===== src/rtl/mem_arb_pkg.sv =====
// -----------------------------------------------------------------------------
// mem_arb_pkg
//   Shared definitions for the memory-port arbiter slice.
//   - owner_e        : which requester owns a transaction (inst = 0, data = 1)
//   - OWN_DEPTH_DEF  : default number of outstanding accepted transactions
//   - STARVE_MAX_DEF : default number of contested losses inst may suffer
//                      before it is forced to win
// -----------------------------------------------------------------------------
package mem_arb_pkg;

    typedef enum logic {
        OWN_INST = 1'b0,
        OWN_DATA = 1'b1
    } owner_e;

    localparam int OWN_DEPTH_DEF  = 4;
    localparam int STARVE_MAX_DEF = 3;

endpackage : mem_arb_pkg


===== src/rtl/owner_fifo.sv =====
// -----------------------------------------------------------------------------
// owner_fifo
//   1-bit wide, DEPTH deep FIFO holding the owner of every accepted memory
//   transaction, so in-order responses can be steered back to the requester.
//
//   Ports:
//     clk        in   rising-edge clock
//     reset      in   synchronous, active-high
//     push       in   write push_data at the tail (ignored when full)
//     push_data  in   owner bit to store
//     pop        in   drop the head entry (ignored when empty)
//     head       out  owner bit at the head (meaningful only when !empty)
//     full       out  registered: DEPTH entries stored
//     empty      out  registered: no entries stored
// -----------------------------------------------------------------------------
module owner_fifo #(
    parameter int DEPTH = 4
) (
    input  logic clk,
    input  logic reset,
    input  logic push,
    input  logic push_data,
    input  logic pop,
    output logic head,
    output logic full,
    output logic empty
);

    localparam int AW = $clog2(DEPTH);
    localparam int CW = AW + 1;
    localparam logic [CW-1:0] FULL_COUNT = CW'(DEPTH);

    logic [AW-1:0] wr_ptr;
    logic [AW-1:0] rd_ptr;
    logic [CW-1:0] count;
    logic          slots [DEPTH];
    logic          do_push;
    logic          do_pop;

    // Guard against overflow/underflow here as well: a pop on an empty FIFO
    // (stray response) must leave both pointers and the count untouched.
    assign do_push = push && !full;
    assign do_pop  = pop  && !empty;

    // Pointers are exactly AW bits, so they wrap around the slot array for
    // free; the extra count bit is what distinguishes full from empty.
    // NOTE: state registers use non-blocking assignments so every flop samples
    // the pre-edge values, independent of the order statements are written.
    always_ff @(posedge clk) begin
        if (reset) begin
            wr_ptr <= '0;
            rd_ptr <= '0;
            count  <= '0;
        end else begin
            if (do_push) wr_ptr <= wr_ptr + 1'b1;
            if (do_pop)  rd_ptr <= rd_ptr + 1'b1;
            if (do_push && !do_pop)      count <= count + 1'b1;
            else if (do_pop && !do_push) count <= count - 1'b1;
        end
    end

    // NOTE: the slot storage is deliberately not reset; count gates validity,
    // so stale contents are never observed and the array can map to plain RAM.
    always_ff @(posedge clk) begin
        if (do_push) slots[wr_ptr] <= push_data;
    end

    assign head  = slots[rd_ptr];
    assign full  = (count == FULL_COUNT);
    assign empty = (count == '0);

endmodule : owner_fifo


===== src/rtl/mem_port_arbiter.sv =====
// -----------------------------------------------------------------------------
// mem_port_arbiter
//   Shares one sram-like memory port between the instruction-fetch requester
//   (inst_*) and the data requester (data_*). Address phases are arbitrated
//   with data priority plus a starvation guard for inst; a grant is locked
//   until mem_addr_ok. The owner of every accepted transaction is queued so
//   the in-order mem_data_ok responses go back to the right requester.
//
//   Ports:
//     clk, reset                       clock; synchronous active-high reset
//     inst_req/wr/size/addr/wdata/wstrb  inst requester address phase
//     inst_addr_ok, inst_data_ok, inst_rdata  inst handshakes and read data
//     data_req/wr/size/addr/wdata/wstrb  data requester address phase
//     data_addr_ok, data_data_ok, data_rdata  data handshakes and read data
//     mem_req/wr/size/addr/wdata/wstrb   downstream address phase
//     mem_rdata, mem_addr_ok, mem_data_ok   downstream responses
//
//   All request/handshake paths are combinational (zero added latency).
//   mem_req depends only on registered FIFO state, never on mem_data_ok.
// -----------------------------------------------------------------------------
module mem_port_arbiter
    import mem_arb_pkg::*;
#(
    parameter int OWN_DEPTH  = OWN_DEPTH_DEF,
    parameter int STARVE_MAX = STARVE_MAX_DEF
) (
    input  logic        clk,
    input  logic        reset,

    input  logic        inst_req,
    input  logic        inst_wr,
    input  logic [1:0]  inst_size,
    input  logic [31:0] inst_addr,
    input  logic [31:0] inst_wdata,
    input  logic [3:0]  inst_wstrb,
    output logic        inst_addr_ok,
    output logic        inst_data_ok,
    output logic [31:0] inst_rdata,

    input  logic        data_req,
    input  logic        data_wr,
    input  logic [1:0]  data_size,
    input  logic [31:0] data_addr,
    input  logic [31:0] data_wdata,
    input  logic [3:0]  data_wstrb,
    output logic        data_addr_ok,
    output logic        data_data_ok,
    output logic [31:0] data_rdata,

    output logic        mem_req,
    output logic        mem_wr,
    output logic [1:0]  mem_size,
    output logic [31:0] mem_addr,
    output logic [31:0] mem_wdata,
    output logic [3:0]  mem_wstrb,
    input  logic [31:0] mem_rdata,
    input  logic        mem_addr_ok,
    input  logic        mem_data_ok
);

    localparam int SW = (STARVE_MAX < 1) ? 1 : $clog2(STARVE_MAX + 1);
    localparam logic [SW-1:0] STARVE_TOP = SW'(STARVE_MAX);

    // Registered state
    logic          lock_valid;
    owner_e        lock_owner;
    logic [SW-1:0] starve_cnt;

    // Combinational grant path
    owner_e grant_owner;
    logic   granted_req;
    logic   both_req;
    logic   handshake;

    // Owner FIFO interface
    logic fifo_full;
    logic fifo_empty;
    logic fifo_head;
    logic resp_valid;
    owner_e head_owner;

    assign both_req = inst_req && data_req;

    // Grant selection. A pending (locked) grant always wins; otherwise data
    // has priority unless inst has already lost STARVE_MAX contested rounds.
    // NOTE: grant_owner gets a default before any branch so no path leaves it
    // unassigned, which would otherwise infer a latch.
    always_comb begin
        grant_owner = OWN_DATA;
        if (lock_valid) begin
            grant_owner = lock_owner;
        end else if (both_req) begin
            grant_owner = (starve_cnt == STARVE_TOP) ? OWN_INST : OWN_DATA;
        end else if (inst_req) begin
            grant_owner = OWN_INST;
        end
    end

    assign granted_req = (grant_owner == OWN_INST) ? inst_req : data_req;

    // fifo_full is registered, so a pop in this cycle does not reopen the gate
    // until the next cycle; this keeps mem_data_ok off the mem_req path.
    assign mem_req   = granted_req && !fifo_full;
    assign handshake = mem_req && mem_addr_ok;

    // Payload mux follows the grant even when mem_req is low.
    assign mem_wr    = (grant_owner == OWN_INST) ? inst_wr    : data_wr;
    assign mem_size  = (grant_owner == OWN_INST) ? inst_size  : data_size;
    assign mem_addr  = (grant_owner == OWN_INST) ? inst_addr  : data_addr;
    assign mem_wdata = (grant_owner == OWN_INST) ? inst_wdata : data_wdata;
    assign mem_wstrb = (grant_owner == OWN_INST) ? inst_wstrb : data_wstrb;

    assign inst_addr_ok = handshake && (grant_owner == OWN_INST);
    assign data_addr_ok = handshake && (grant_owner == OWN_DATA);

    // Lock and starvation tracking.
    always_ff @(posedge clk) begin
        if (reset) begin
            lock_valid <= 1'b0;
            lock_owner <= OWN_INST;
            starve_cnt <= '0;
        end else begin
            // Hold the grant while the address phase is presented but not
            // yet accepted; release it as soon as it is taken or withdrawn.
            lock_valid <= mem_req && !mem_addr_ok;
            lock_owner <= grant_owner;

            if (handshake && grant_owner == OWN_INST) begin
                starve_cnt <= '0;
            end else if (handshake && both_req && grant_owner == OWN_DATA &&
                         starve_cnt != STARVE_TOP) begin
                starve_cnt <= starve_cnt + 1'b1;
            end
        end
    end

    owner_fifo #(
        .DEPTH (OWN_DEPTH)
    ) u_owner_fifo (
        .clk       (clk),
        .reset     (reset),
        .push      (handshake),
        .push_data (grant_owner),
        .pop       (mem_data_ok),
        .head      (fifo_head),
        .full      (fifo_full),
        .empty     (fifo_empty)
    );

    // A response with nothing outstanding is a protocol error and is dropped.
    assign resp_valid = mem_data_ok && !fifo_empty;
    assign head_owner = owner_e'(fifo_head);

    assign inst_data_ok = resp_valid && (head_owner == OWN_INST);
    assign data_data_ok = resp_valid && (head_owner == OWN_DATA);

    // Read data is broadcast; each requester samples it only with its data_ok.
    assign inst_rdata = mem_rdata;
    assign data_rdata = mem_rdata;

endmodule : mem_port_arbiter


===== config.mk =====
export PLATFORM = sky130hd
export DESIGN_NAME = mem_port_arbiter
export DESIGN_NICKNAME = d
export VERILOG_FILES = /design/src/rtl/mem_arb_pkg.sv /design/src/rtl/owner_fifo.sv /design/src/rtl/mem_port_arbiter.sv
export SDC_FILE = /design/constraint.sdc
export NUM_CORES = 1
export LEC_CHECK = 0
export BUFFER_PORTS_ARGS = -buffer_cell sky130_fd_sc_hd__buf_4
export CAP_MARGIN = 25
export CORE_AREA = 4 4 121 123
export CTS_BUF_LIST = sky130_fd_sc_hd__clkbuf_8
export CTS_CLUSTER_SIZE = 28
export DETAILED_ROUTE_END_ITERATION = 8
export DIE_AREA = 0 0 125 127
export PLACE_DENSITY = 0.45
export SLEW_MARGIN = 20
export SYNTH_ARGS = -nofsm -noshare
export SYNTH_HDL_FRONTEND = slang
export SYNTH_SLANG_ARGS = --single-unit

===== constraint.sdc =====
create_clock -name clk -period 5.9 [get_ports clk]
set_input_delay 1.77 -clock clk [delete_from_list [all_inputs] [get_ports clk]]
set_output_delay 1.77 -clock clk [all_outputs]
set_load 0.01 [all_outputs]

==> results.json <==
{
  "status": "finished clean",
  "p_sw_share_pct": 36.4,
  "tightest_slew_ns": 0.472,
  "slew_violations": 0,
  "synth_commonest_cells": "buf_4 (65), mux2_1 (42), mux2_2 (30)",
  "gr-total-overflow": 0,
  "rows": 43,
  "synth_nets": 409,
  "synth.most_common_cell": "buf_4",
  "r2r_cells": 10,
  "cts.sinks": 17,
  "ys_types": 32,
  "drt_iter0_drc": 58,
  "seq_area_frac_synth_pct": 17.1,
  "ioPinCount": 320,
  "peakVddDrop_mv": 0.119,
  "final_cells": 561,
  "antenna_found_initial": 0,
  "fmax_mhz": 196,
  "cts_buffers": 3,
  "worstSkewPairLatency_ns": 0.25,
  "whs_path_depth": 2,
  "cp_max_fo": 33,
  "finalCritPeriodShare_pct": 86.5,
  "p_seq_share_pct": 23.8,
  "path_class": "in -> out",
  "slew_headroom_pct": 68.5,
  "min_from": "u_owner_fifo.wr_ptr[1]",
  "p_comb_share_pct": 63.6,
  "async_flop_share_pct": 0,
  "tritoncts": "built",
  "rsz0062_at_grt": "false",
  "fin_total_pwr_w": 0.000698,
  "wl_per_cell_um": 18.8,
  "dp_hpwl_um": 9400,
  "p_leak_nw": 1.74,
  "syn_area_um2": 2220,
  "root_buffer": "clkbuf_8",
  "firstDrtPassIters": 5,
  "worstReg2RegStart": "lock_valid",
  "syn-instance-count": 222,
  "startpoint": "data_req",
  "netlist.area_leader.share_pct": 22.0,
  "grt_max_degree": 34,
  "clock_skew_ns": 0.00725,
  "r2r_end": "u_owner_fifo.count[2]",
  "ys_warn_count": 0,
  "postCtsSetupBuffers": 0,
  "totalWireLength_um": 10500,
  "crit_arrival_ns": 3.34,
  "final_nets": 569,
  "die_w_um": 125,
  "dieHeight_um": 127,
  "cp-end-kind": "output pin",
  "fin_tns_setup_ns": 0,
  "grt_pass1_vias": 2284,
  "synth_top_cell_by_area": "buf_4",
  "syn_avg_cell_area_um2": 9.99,
  "core_area_um2": 13700,
  "p_sw_w": 0.000254,
  "viasPerCell": 3.80,
  "antenna_left": 0,
  "hold_class": "reg -> reg",
  "vias": 2132,
  "dp.cells": 557,
  "remaining_drc_errors": 0,
  "initial_core_util_pct": 16.2,
  "postCtsResizedCells": 0,
  "p_clk_share_pct": 12.6,
  "synth_area_leaders": "buf_4 (22%), mux2_1 (21%), mux2_2 (15%)",
  "synth_top_flop_cell": "dfxtp_1",
  "fill_cells": 1499,
  "diodes": 0,
  "grt_first_pass_wirelength_um": 14700,
  "place.port_buffers": 223,
  "synth-edff-count": 4,
  "power_density_nw_per_um2": 190,
  "syn_to_final_growth_pct": 65.7,
  "drive_gt1_share_pct": 71.7,
  "maxCapViolCount": 0,
  "internal-power_w": 0.000444,
  "design.die.area_um2": 15900,
  "period_minus_slack_ns": 5.11,
  "hold_viol": 0,
  "required_ns": 4.13,
  "reg2reg_slack_ns": 3.38,
  "grt_usage_pct": 12.0,
  "critPathLaunchType": "primary input",
  "hold_end": "u_owner_fifo.wr_ptr[1]",
  "cts_buffer_depth": 2,
  "synth-seq-cells": 17,
  "cts.clk_slew.worst_paths_ns": 0.07,
  "ctsHtreeMaxLevel": 1,
  "setup_viol": 0,
  "routabilityCongestion": 0.865,
  "postCtsHoldBufs": 0
}
## per-stage QoR
stage               utilization (%)  setup WS (ns)  instance area (um^2)  hold slack, ns
floorplan                         -           1.37                  2220           0.477
global placement               26.5          0.764                  3630           0.498
detailed placement             26.5          0.752                  3630           0.515
CTS                            26.9          0.745                  3670           0.527
global route                   26.9          0.668                  3670           0.562
finish                         26.9          0.794                  3670           0.518
## cells by family after synthesis
| group | synth area share [%] |
|---|---|
| compound gates | 3.61 |
| buf+inv | 26.1 |
| flops | 17.1 |
| xor+xnor | 1.97 |
| fa+ha+maj | 4.29 |
| mux | 38.9 |
| simple gates | 7.95 |
## cell type report
class / count / area, um^2 / share of cell area, %
multi-input cells: 125 / 1270 / 34.5
well taps: 180 / 225 / 6.13
clock buffers: 3 / 41.3 / 1.12
repair buffers: 229 / 1730 / 47.1
inverters: 6 / 22.5 / 0.613
flip-flops and latches: 17 / 380 / 10.4
clock inverters: 1 / 7.51 / 0.204
## how the worst max path moves through the flow
stage / end
after floorplan: mem_wdata[10]
after global placement: mem_wdata[8]
after detailed placement: mem_wdata[5]
after CTS: mem_wdata[5]
after global routing: mem_wdata[8]
final: mem_wdata[10]
## power by group through the flow
| stage | Combinational [W] | Sequential (W) | Clock [W] |
|---|---|---|---|
| final | 0.000444 | 0.000167 | 0.0000877 |
| after global routing | 0.000486 | 0.000171 | 0.0000986 |
| after CTS | 0.000455 | 0.000168 | 0.0000918 |
| after detailed placement | 0.000451 | 0.000170 | 0 |
| after global placement | 0.000449 | 0.000168 | 0 |
| after floorplan | 0.000272 | 0.000164 | 0 |
## cells in the final DEF, fill, tap and decap left out, types with 2 or more instances in the layout
master	count
clkbuf_8	3
xor2_1	2
xnor2_1	3
inv_1	5
nor2_1	10
ha_1	6
a21oi_1	2
buf_4	228
nor3b_1	2
edfxtp_1	4
mux2i_1	3
mux2_1	42
and2_1	6
a211oi_2	2
dfxtp_1	13
nand2b_1	4
mux2_2	30
## critical path, stage by stage
cell and delay, ns:
buf_4 0.12, nand2b_1 0.13, nand3b_1 0.14, nand2_4 0.38
buf_12 0.24, mux2_1 0.38, buf_4 0.16
## metal layers
| metal | share of wire (%) | wire (um) | up-vias | track usage [%] |
|---|---|---|---|---|
| li1 | - | - | 1009 | - |
| met1 | 40 | 4210 | 949 | 15.0 |
| met2 | 48 | 5010 | 160 | 19.6 |
| met3 | 10 | 1110 | 14 | 4.81 |
| met4 | 1.9 | 203 | 0 | 2.87 |
| met5 | 0 | 0 | - | 0 |
Note: power is estimated with default switching activity, not from simulation.
